## src/rtl/uart_rx.sv

```systemverilog
// Serial receiver for 11-bit frames (start, 8 data MSB-first, parity, stop).
// Presents each byte with a one-cycle valid strobe plus parity/framing flags.
module uart_rx #(
  parameter int unsigned CLKS_PER_BIT = 16,
  parameter bit          ODD_PARITY   = 1'b0
) (
  input  logic        clk,
  input  logic        rst,
  input  logic        rx,
  output logic [7:0]  data,
  output logic [10:0] packet,
  output logic        valid,
  output logic        parity_err,
  output logic        frame_err,
  output logic        busy
);

  localparam int unsigned CNT_W = 16;
  localparam int unsigned IDX_W = 4;
  localparam logic [CNT_W-1:0] N_M1 = CNT_W'(CLKS_PER_BIT - 1);
  localparam logic [CNT_W-1:0] H_M1 = CNT_W'((CLKS_PER_BIT / 2) - 1);
  localparam logic [IDX_W-1:0] LAST_IDX = IDX_W'(7);

  typedef enum logic [2:0] {
    S_IDLE   = 3'd0,
    S_START  = 3'd1,
    S_DATA   = 3'd2,
    S_PARITY = 3'd3,
    S_STOP   = 3'd4
  } state_e;

  state_e            state_q, state_d;
  logic              rx_meta_q, rx_s_q, rx_prev_q;
  logic [CNT_W-1:0]  cnt_q, cnt_d;
  logic [IDX_W-1:0]  idx_q, idx_d;
  logic [7:0]        shift_q, shift_d;
  logic              par_q, par_d;
  logic [7:0]        data_q, data_d;
  logic [10:0]       packet_q, packet_d;
  logic              valid_q, valid_d;
  logic              perr_q, perr_d;
  logic              ferr_q, ferr_d;
  logic              busy_q;

  // State, synchronizer and output registers
  always_ff @(posedge clk) begin
    if (rst) begin
      rx_meta_q <= 1'b1;
      rx_s_q    <= 1'b1;
      rx_prev_q <= 1'b1;
      state_q   <= S_IDLE;
      cnt_q     <= '0;
      idx_q     <= '0;
      shift_q   <= '0;
      par_q     <= 1'b0;
      data_q    <= '0;
      packet_q  <= '0;
      valid_q   <= 1'b0;
      perr_q    <= 1'b0;
      ferr_q    <= 1'b0;
      busy_q    <= 1'b0;
    end else begin
      rx_meta_q <= rx;
      rx_s_q    <= rx_meta_q;
      rx_prev_q <= rx_s_q;
      state_q   <= state_d;
      cnt_q     <= cnt_d;
      idx_q     <= idx_d;
      shift_q   <= shift_d;
      par_q     <= par_d;
      data_q    <= data_d;
      packet_q  <= packet_d;
      valid_q   <= valid_d;
      perr_q    <= perr_d;
      ferr_q    <= ferr_d;
      busy_q    <= (state_d != S_IDLE);
    end
  end

  // Next-state and sampling logic; flags default low so they only appear with valid
  always_comb begin
    state_d  = state_q;
    cnt_d    = cnt_q + CNT_W'(1);
    idx_d    = idx_q;
    shift_d  = shift_q;
    par_d    = par_q;
    data_d   = data_q;
    packet_d = packet_q;
    valid_d  = 1'b0;
    perr_d   = 1'b0;
    ferr_d   = 1'b0;

    unique case (state_q)
      S_IDLE: begin
        cnt_d = '0;
        if (rx_prev_q && !rx_s_q) begin
          state_d = S_START;
        end
      end
      S_START: begin
        if (cnt_q == H_M1) begin
          cnt_d   = '0;
          idx_d   = '0;
          state_d = rx_s_q ? S_IDLE : S_DATA;
        end
      end
      S_DATA: begin
        if (cnt_q == N_M1) begin
          cnt_d   = '0;
          shift_d = {shift_q[6:0], rx_s_q};
          if (idx_q == LAST_IDX) begin
            state_d = S_PARITY;
          end else begin
            idx_d = idx_q + IDX_W'(1);
          end
        end
      end
      S_PARITY: begin
        if (cnt_q == N_M1) begin
          cnt_d   = '0;
          par_d   = rx_s_q;
          state_d = S_STOP;
        end
      end
      S_STOP: begin
        if (cnt_q == N_M1) begin
          cnt_d    = '0;
          data_d   = shift_q;
          packet_d = {1'b0, shift_q, par_q, rx_s_q};
          perr_d   = par_q ^ (^shift_q) ^ ODD_PARITY;
          ferr_d   = ~rx_s_q;
          valid_d  = 1'b1;
          state_d  = S_IDLE;
        end
      end
      default: begin
        state_d = S_IDLE;
      end
    endcase
  end

  assign data       = data_q;
  assign packet     = packet_q;
  assign valid      = valid_q;
  assign parity_err = perr_q;
  assign frame_err  = ferr_q;
  assign busy       = busy_q;

endmodule

```

## config.mk

```make
export PLATFORM = sky130hd
export DESIGN_NAME = uart_rx
export DESIGN_NICKNAME = d
export VERILOG_FILES = /design/src/rtl/uart_rx.sv
export SDC_FILE = /design/constraint.sdc
export NUM_CORES = 1
export LEC_CHECK = 0
export CELL_PAD_IN_SITES_DETAIL_PLACEMENT = 0
export CELL_PAD_IN_SITES_GLOBAL_PLACEMENT = 1
export CORE_MARGIN = 8
export CORE_UTILIZATION = 45
export DETAILED_ROUTE_END_ITERATION = 8
export HOLD_SLACK_MARGIN = 0.15
export PLACE_DENSITY_LB_ADDON = 0.1
export SLEW_MARGIN = 20
export SYNTH_ARGS = -nofsm -noshare
export SYNTH_HDL_FRONTEND = slang
export SYNTH_SLANG_ARGS = --single-unit
```

## constraint.sdc

```tcl
create_clock -name clk -period 4.8 [get_ports clk]
set_clock_uncertainty 0.15 [all_clocks]
set_input_delay 0.96 -clock clk [delete_from_list [all_inputs] [get_ports clk]]
set_output_delay 0.96 -clock clk [all_outputs]
set_load 0.005 [all_outputs]
```

==> run metrics, run 1 <==
Simple-Gate Fraction of Synth Area=0.256; fin nets=259; CP cell instances=nor4_2 -> nand4b_1 -> or4b_1 -> mux2i_1 -> nor2_1; die width=85.6 um; Final GP Congestion=between 0.7 and 0.8; CTS Sinks=49; CP Buf/Inv Count=0; # hold bufs at CTS=0; I/O pin total=26; grt ovf=0; CTS clk-pin slew, worst paths=approximately 0.08 ns; global-route wire length before repair=approximately 7.0 mm; CP delay by family, top=simple AND/OR/NAND/NOR gates; Max Freq=367 MHz; Tcrit/Tclk final=0.567; fin cells=about 310; final core utilization=0.522; Initial Util=0.464; setup bufs post-CTS=0; Post-synth top cells=dfxtp_1 (49), nor2_1 (36), nand2_1 (22); Synth cell types=44; Synth top area share=0.450; pwr dens=271 nW/um2; status=finished clean; sequential element share of the synthesized area=0.450; final hold violation count=0; R2R cell count=5; Post-Synth Adder-Cell Area=0.0115; switch share=0.206; main combinational cell family by area after synthesis=simple AND/OR/NAND/NOR gates; Worst EP required=about 4.8 ns; latest clock arrival within the worst-skew pair=about 0.30 ns; CTS buffer count=5; Die Ht=85.6 um; Hold Path Class=reg -> reg; Post-Syn Nets=about 250; Critical Path Sink Type=flop; Slew HR=0.604; Synth-to-Final Area Change=12.3%; multiplexer area fraction after synthesis=0.0551; Worst-Margin Slew=~0.6 ns; Antenna Cells=0; port buffer count=24; number of synthesized flops with an enable pin=0; critical path type=reg -> reg; placed cell count=between 300 and 400; Power Internal=roughly 0.53 mW; hold path depth=1; RSZ-0062 raised after global routing=no; syn_area_per_cell=about 9 um2; final setup vio count=0; Post-DP Area=roughly 2400 um2; Worst VDD drop=~0.12 mV; Net Switching=about 0.14 mW; Period minus WS final=around 2.7 ns; Row Count=25; Max stage delay cell, worst path=or4b_1; crit path DAT=approximately 2.8 ns; Pre-antenna DRT Iters=4; Total Wirelength=~4 mm; number of global-route vias before repair=between 1500 and 2000; layout cells sized above 1=0.0669; top-count cell post-synth=dfxtp_1; critical path depth=5; Compound-Gate Fraction of Synth Area=0.0770; Antenna Nets Post-Route=0; synthesized area=2180 um2; Max clock buf depth=2; full die area=7320 um2; area leader, netlist=dfxtp_1; DP HPWL=2.82 mm; drt drc=0; max-slew violation count=0; Max Fanout on Critical Path=11; Yosys warning count=0; startpoint types=flop; DR iter-0 viols=91; Async S/R FF share, synth=0; pin count of the biggest net entering global routing=32; top post-synthesis cells by area=dfxtp_1 (45%), nor2_1 (6.2%), mux2i_1 (5.5%); clock root buffer=clkbuf_8; CTS tree=built; sequential share of power=0.618; LEAKAGE=slightly below 0.9 nW; vias=roughly 1600; CTS resizes=0; design area=~2400 um2; clock network power share=0.363; Gate power share=0.018; reg-to-reg setup timing slack=~2.1 ns; total track usage=0.118; drt wl/cell=approximately 13 um; Worst path max stage delay=0.90 ns; top_reg_cell synth=dfxtp_1; core area=4690 um2; Synth Area in XOR/XNOR=0.0885; Max Cap Violations=0; DR vias/cell=between 5 and 6; Post-Syn Instances=between 200 and 250; H-tree depth=2; flops & latches, synth=49; initial antenna violation count=0; Sum Neg Setup Slack=0 ns
## routing by layer
layer,share of wire,track usage,wire length (um)
met1,0.46,0.131,1860
met2,0.46,0.201,1860
met3,0.056,0.0401,224
met4,0.015,0.0478,62
met5,0,0,0
## power groups by stage
stage	logic (mW)	registers [mW]	clock network (mW)
final	0.0121	0.410	0.241
after global routing	0.0139	0.411	0.266
after CTS	0.0127	0.410	0.249
after detailed placement	0.0126	0.420	0
after global placement	0.0127	0.420	0
after floorplan	0.0100	0.419	0
## through the flow
step	hold slack [ns]	setup slack, ns	power (mW)
floorplan	0.239	2.85	0.429
global placement	0.242	1.67	0.433
detailed placement	0.244	1.64	0.433
CTS	0.264	1.98	0.672
global route	0.292	1.79	0.691
finish	0.263	2.08	0.664
## cells by family (layout without fill, tap and decap cells)
logic type / Yosys count / count (layout)
and+or+nand+nor: 105 / 105
DFF: 49 / 49
AOI/OAI and AO/OA: 29 / 29
xor gates and xnor gates: 22 / 22
buffers and inverters: 22 / 34
muxes: 12 / 12
adders and majority gates: 2 / 2
other: 1 / 1
## flip-flops by register name (all words and copies together) (netlist names)
register,count
data,8
rx_meta_q,1
busy,1
rx_s_q,1
packet,2
state_q,3
parity_err,1
shift_q,8
valid,1
rx_prev_q,1
idx_q,4
frame_err,1
par_q,1
cnt_q,16
## cells in the final DEF (no fill, tap or decap), drive strengths merged, types with 4 or more instances in the layout
| cell | netlist | layout |
|---|---|---|
| a21oi | 13 | 13 |
| clkdlybuf4s50 | 0 | 23 |
| xnor2 | 11 | 11 |
| xor2 | 11 | 11 |
| nand3 | 9 | 9 |
| clkbuf | 5 | 7 |
| nor2 | 37 | 37 |
| nor4 | 5 | 5 |
| nand2 | 22 | 22 |
| mux2i | 12 | 12 |
| nand4 | 4 | 4 |
| o21ai | 10 | 10 |
| dfxtp | 49 | 49 |
| or2 | 4 | 4 |
## path summary, 6_finish.rpt
kind	from	end
worst min register to register	rx_meta_q	rx_s_q
worst min-delay path	rx_meta_q	rx_s_q
worst max-delay path	cnt_q[9]	data[6]
worst max register to register	cnt_q[9]	data[6]
## layout make-up
class                      count  area (um2)
clock buffer                   7        86.3
fill                         477        2240
inverter                       3        11.3
sequential                    49         981
timing repair buffer          24         235
multi-input combinational    171        1070
tap                           54        67.6
No activity file was read; power rests on OpenSTA's default activity.
==> run 2: changes to the inputs <==
CORE_UTILIZATION = 38   (was 45)
clock period = 2.31 ns   (was 4.8 ns; I/O delays follow)
==> run metrics, run 2 (same netlist as run 1, synthesis figures left out) <==
status=finished clean; switch share=0.213; total power=1.51 mW; drt wl/cell=12.6 um; Largest Register=cnt_q; H-tree depth=2; CTS resizes=0; Max Cap Violations=0; setup bufs post-CTS=0; WHS Endpoint=rx_s_q; drt drc=0; Fillers=550; Row Count=27; Synth-to-Final Area Change=18.6%; total track usage=0.108; reg-to-reg setup timing slack=~0.22 ns; layout cells sized above 1=0.106; global-route wire length before repair=~7.4 mm; Pre-antenna DRT Iters=5; CTS buffer count=5; R2R cell count=7; I/O pin total=26; DP HPWL=just over 3 mm; port buffer count=24; final core utilization=0.469; # hold bufs at CTS=0; CTS tree=built; Net Switching=around 0.32 mW; vias=roughly 1600; CTS Sinks=49; initial antenna violation count=0; sequential share of power=0.564; commonest non-fill, non-tap cells in the layout=dfxtp_1 (49), nor2_1 (36), clkdlybuf4s50_1 (24); Max clock buf depth=2; final hold violation count=0; max-slew violation count=0; latest clock arrival within the worst-skew pair=around 0.30 ns; Max Freq=~480 MHz; Initial Util=0.396; number of global-route vias before repair=about 1600; final setup vio count=0; Sum Neg Setup Slack=0 ns; DR vias/cell=4.83; Post-DP Area=approximately 2500 um2; die width=91.7 um; crit path DAT=2.13 ns; Gate power share=0.022; clock network power share=0.414; LEAKAGE=0.933 nW; grt ovf=0; startpoint types=flop; Antenna Nets Post-Route=0; Power Internal=roughly 1.2 mW; Worst EP required=about 2.4 ns; full die area=~8400 um2; pin count of the biggest net entering global routing=28; worst r2r src=cnt_q[0]; reg2reg end=data[7]; DR iter-0 viols=61; Max Fanout on Critical Path=10; clock root buffer=clkbuf_8; Final GP Congestion=0.794; CTS clk-pin slew, worst paths=around 0.10 ns; core area=5510 um2; Tcrit/Tclk final=0.905; hold path depth=1; Hold Path Origin=rx_meta_q; Critical Path Sink Type=flop; critical path type=reg -> reg; Total Wirelength=4.25 mm; fin nets=268; Hold Path Class=reg -> reg; design area=~2600 um2; RSZ-0062 raised after global routing=no; most common cell after layout, fill and taps aside=dfxtp_1; Die Ht=91.7 um; Worst VDD drop=~0.25 mV; max FFs per register=16; pwr dens=584 nW/um2; Antenna Cells=0; Period minus WS final=2.09 ns
-- run 2: worst max-delay path by stage --
stage / start / end / slack [ns] / cells after the start
3_3_place_gp: cnt_q[0] / data[2] / 0.17 / 7
2_1_floorplan: cnt_q[0] / cnt_q[5] / 0.36 / 8
5_1_grt: cnt_q[12] / data[5] / 0.003 / 6
3_5_place_dp: cnt_q[0] / data[4] / 0.16 / 7
6_report: cnt_q[0] / data[7] / 0.22 / 7
4_1_cts: cnt_q[0] / data[7] / 0.14 / 7
-- run 2: metrics by stage --
stage               instances  worst slack, ns  hold WS (ns)
floorplan                 242            0.365         0.239
CTS                       336            0.143         0.278
global placement          328            0.173         0.250
global route              336          0.00257         0.288
detailed placement        328            0.164         0.253
finish                    336            0.218         0.265
-- run 2: routing by layer --
| layer | part of all wire | vias up | track usage |
|---|---|---|---|
| met5 | 0 | - | 0 |
| met4 | 0.017 | 0 | 0.0483 |
| met3 | 0.052 | 6 | 0.0302 |
| met2 | 0.45 | 28 | 0.181 |
| met1 | 0.48 | 736 | 0.125 |
| li1 | - | 852 | - |
-- run 2: worst max-delay path, cell delays in order (launching register included) --
cell and delay, ns:
dfxtp_1 0.37, ha_2 0.22, nand3_1 0.12, nand4b_1 0.21, or4b_1 0.48, buf_4 0.21
mux2i_1 0.16, nor2_1 0.05
-- run 2: final cells by class --
type	instances	area [um2]	share of cell area
sequential	49	981	0.380
clock buffer	5	68.8	0.0266
tap	72	90.1	0.0349
multi-input combinational	171	1070	0.414
timing repair buffer	33	320	0.124
inverter	3	11.3	0.00436
clock inverter	3	43.8	0.0169
-- run 2: power groups by stage --
stage	Sequential, mW	Combinational [mW]	Clock [mW]
final	0.851	0.0339	0.624
after global placement	0.870	0.0347	0
after floorplan	0.870	0.0208	0
after global routing	0.852	0.0378	0.675
after detailed placement	0.871	0.0344	0
after CTS	0.851	0.0345	0.643
==> run 3: changes to the inputs <==
CTS_CLUSTER_SIZE = 24   (was not set)
==> results of run 3 <==
Final layout, timing and power as in run 2 (identical DEF).
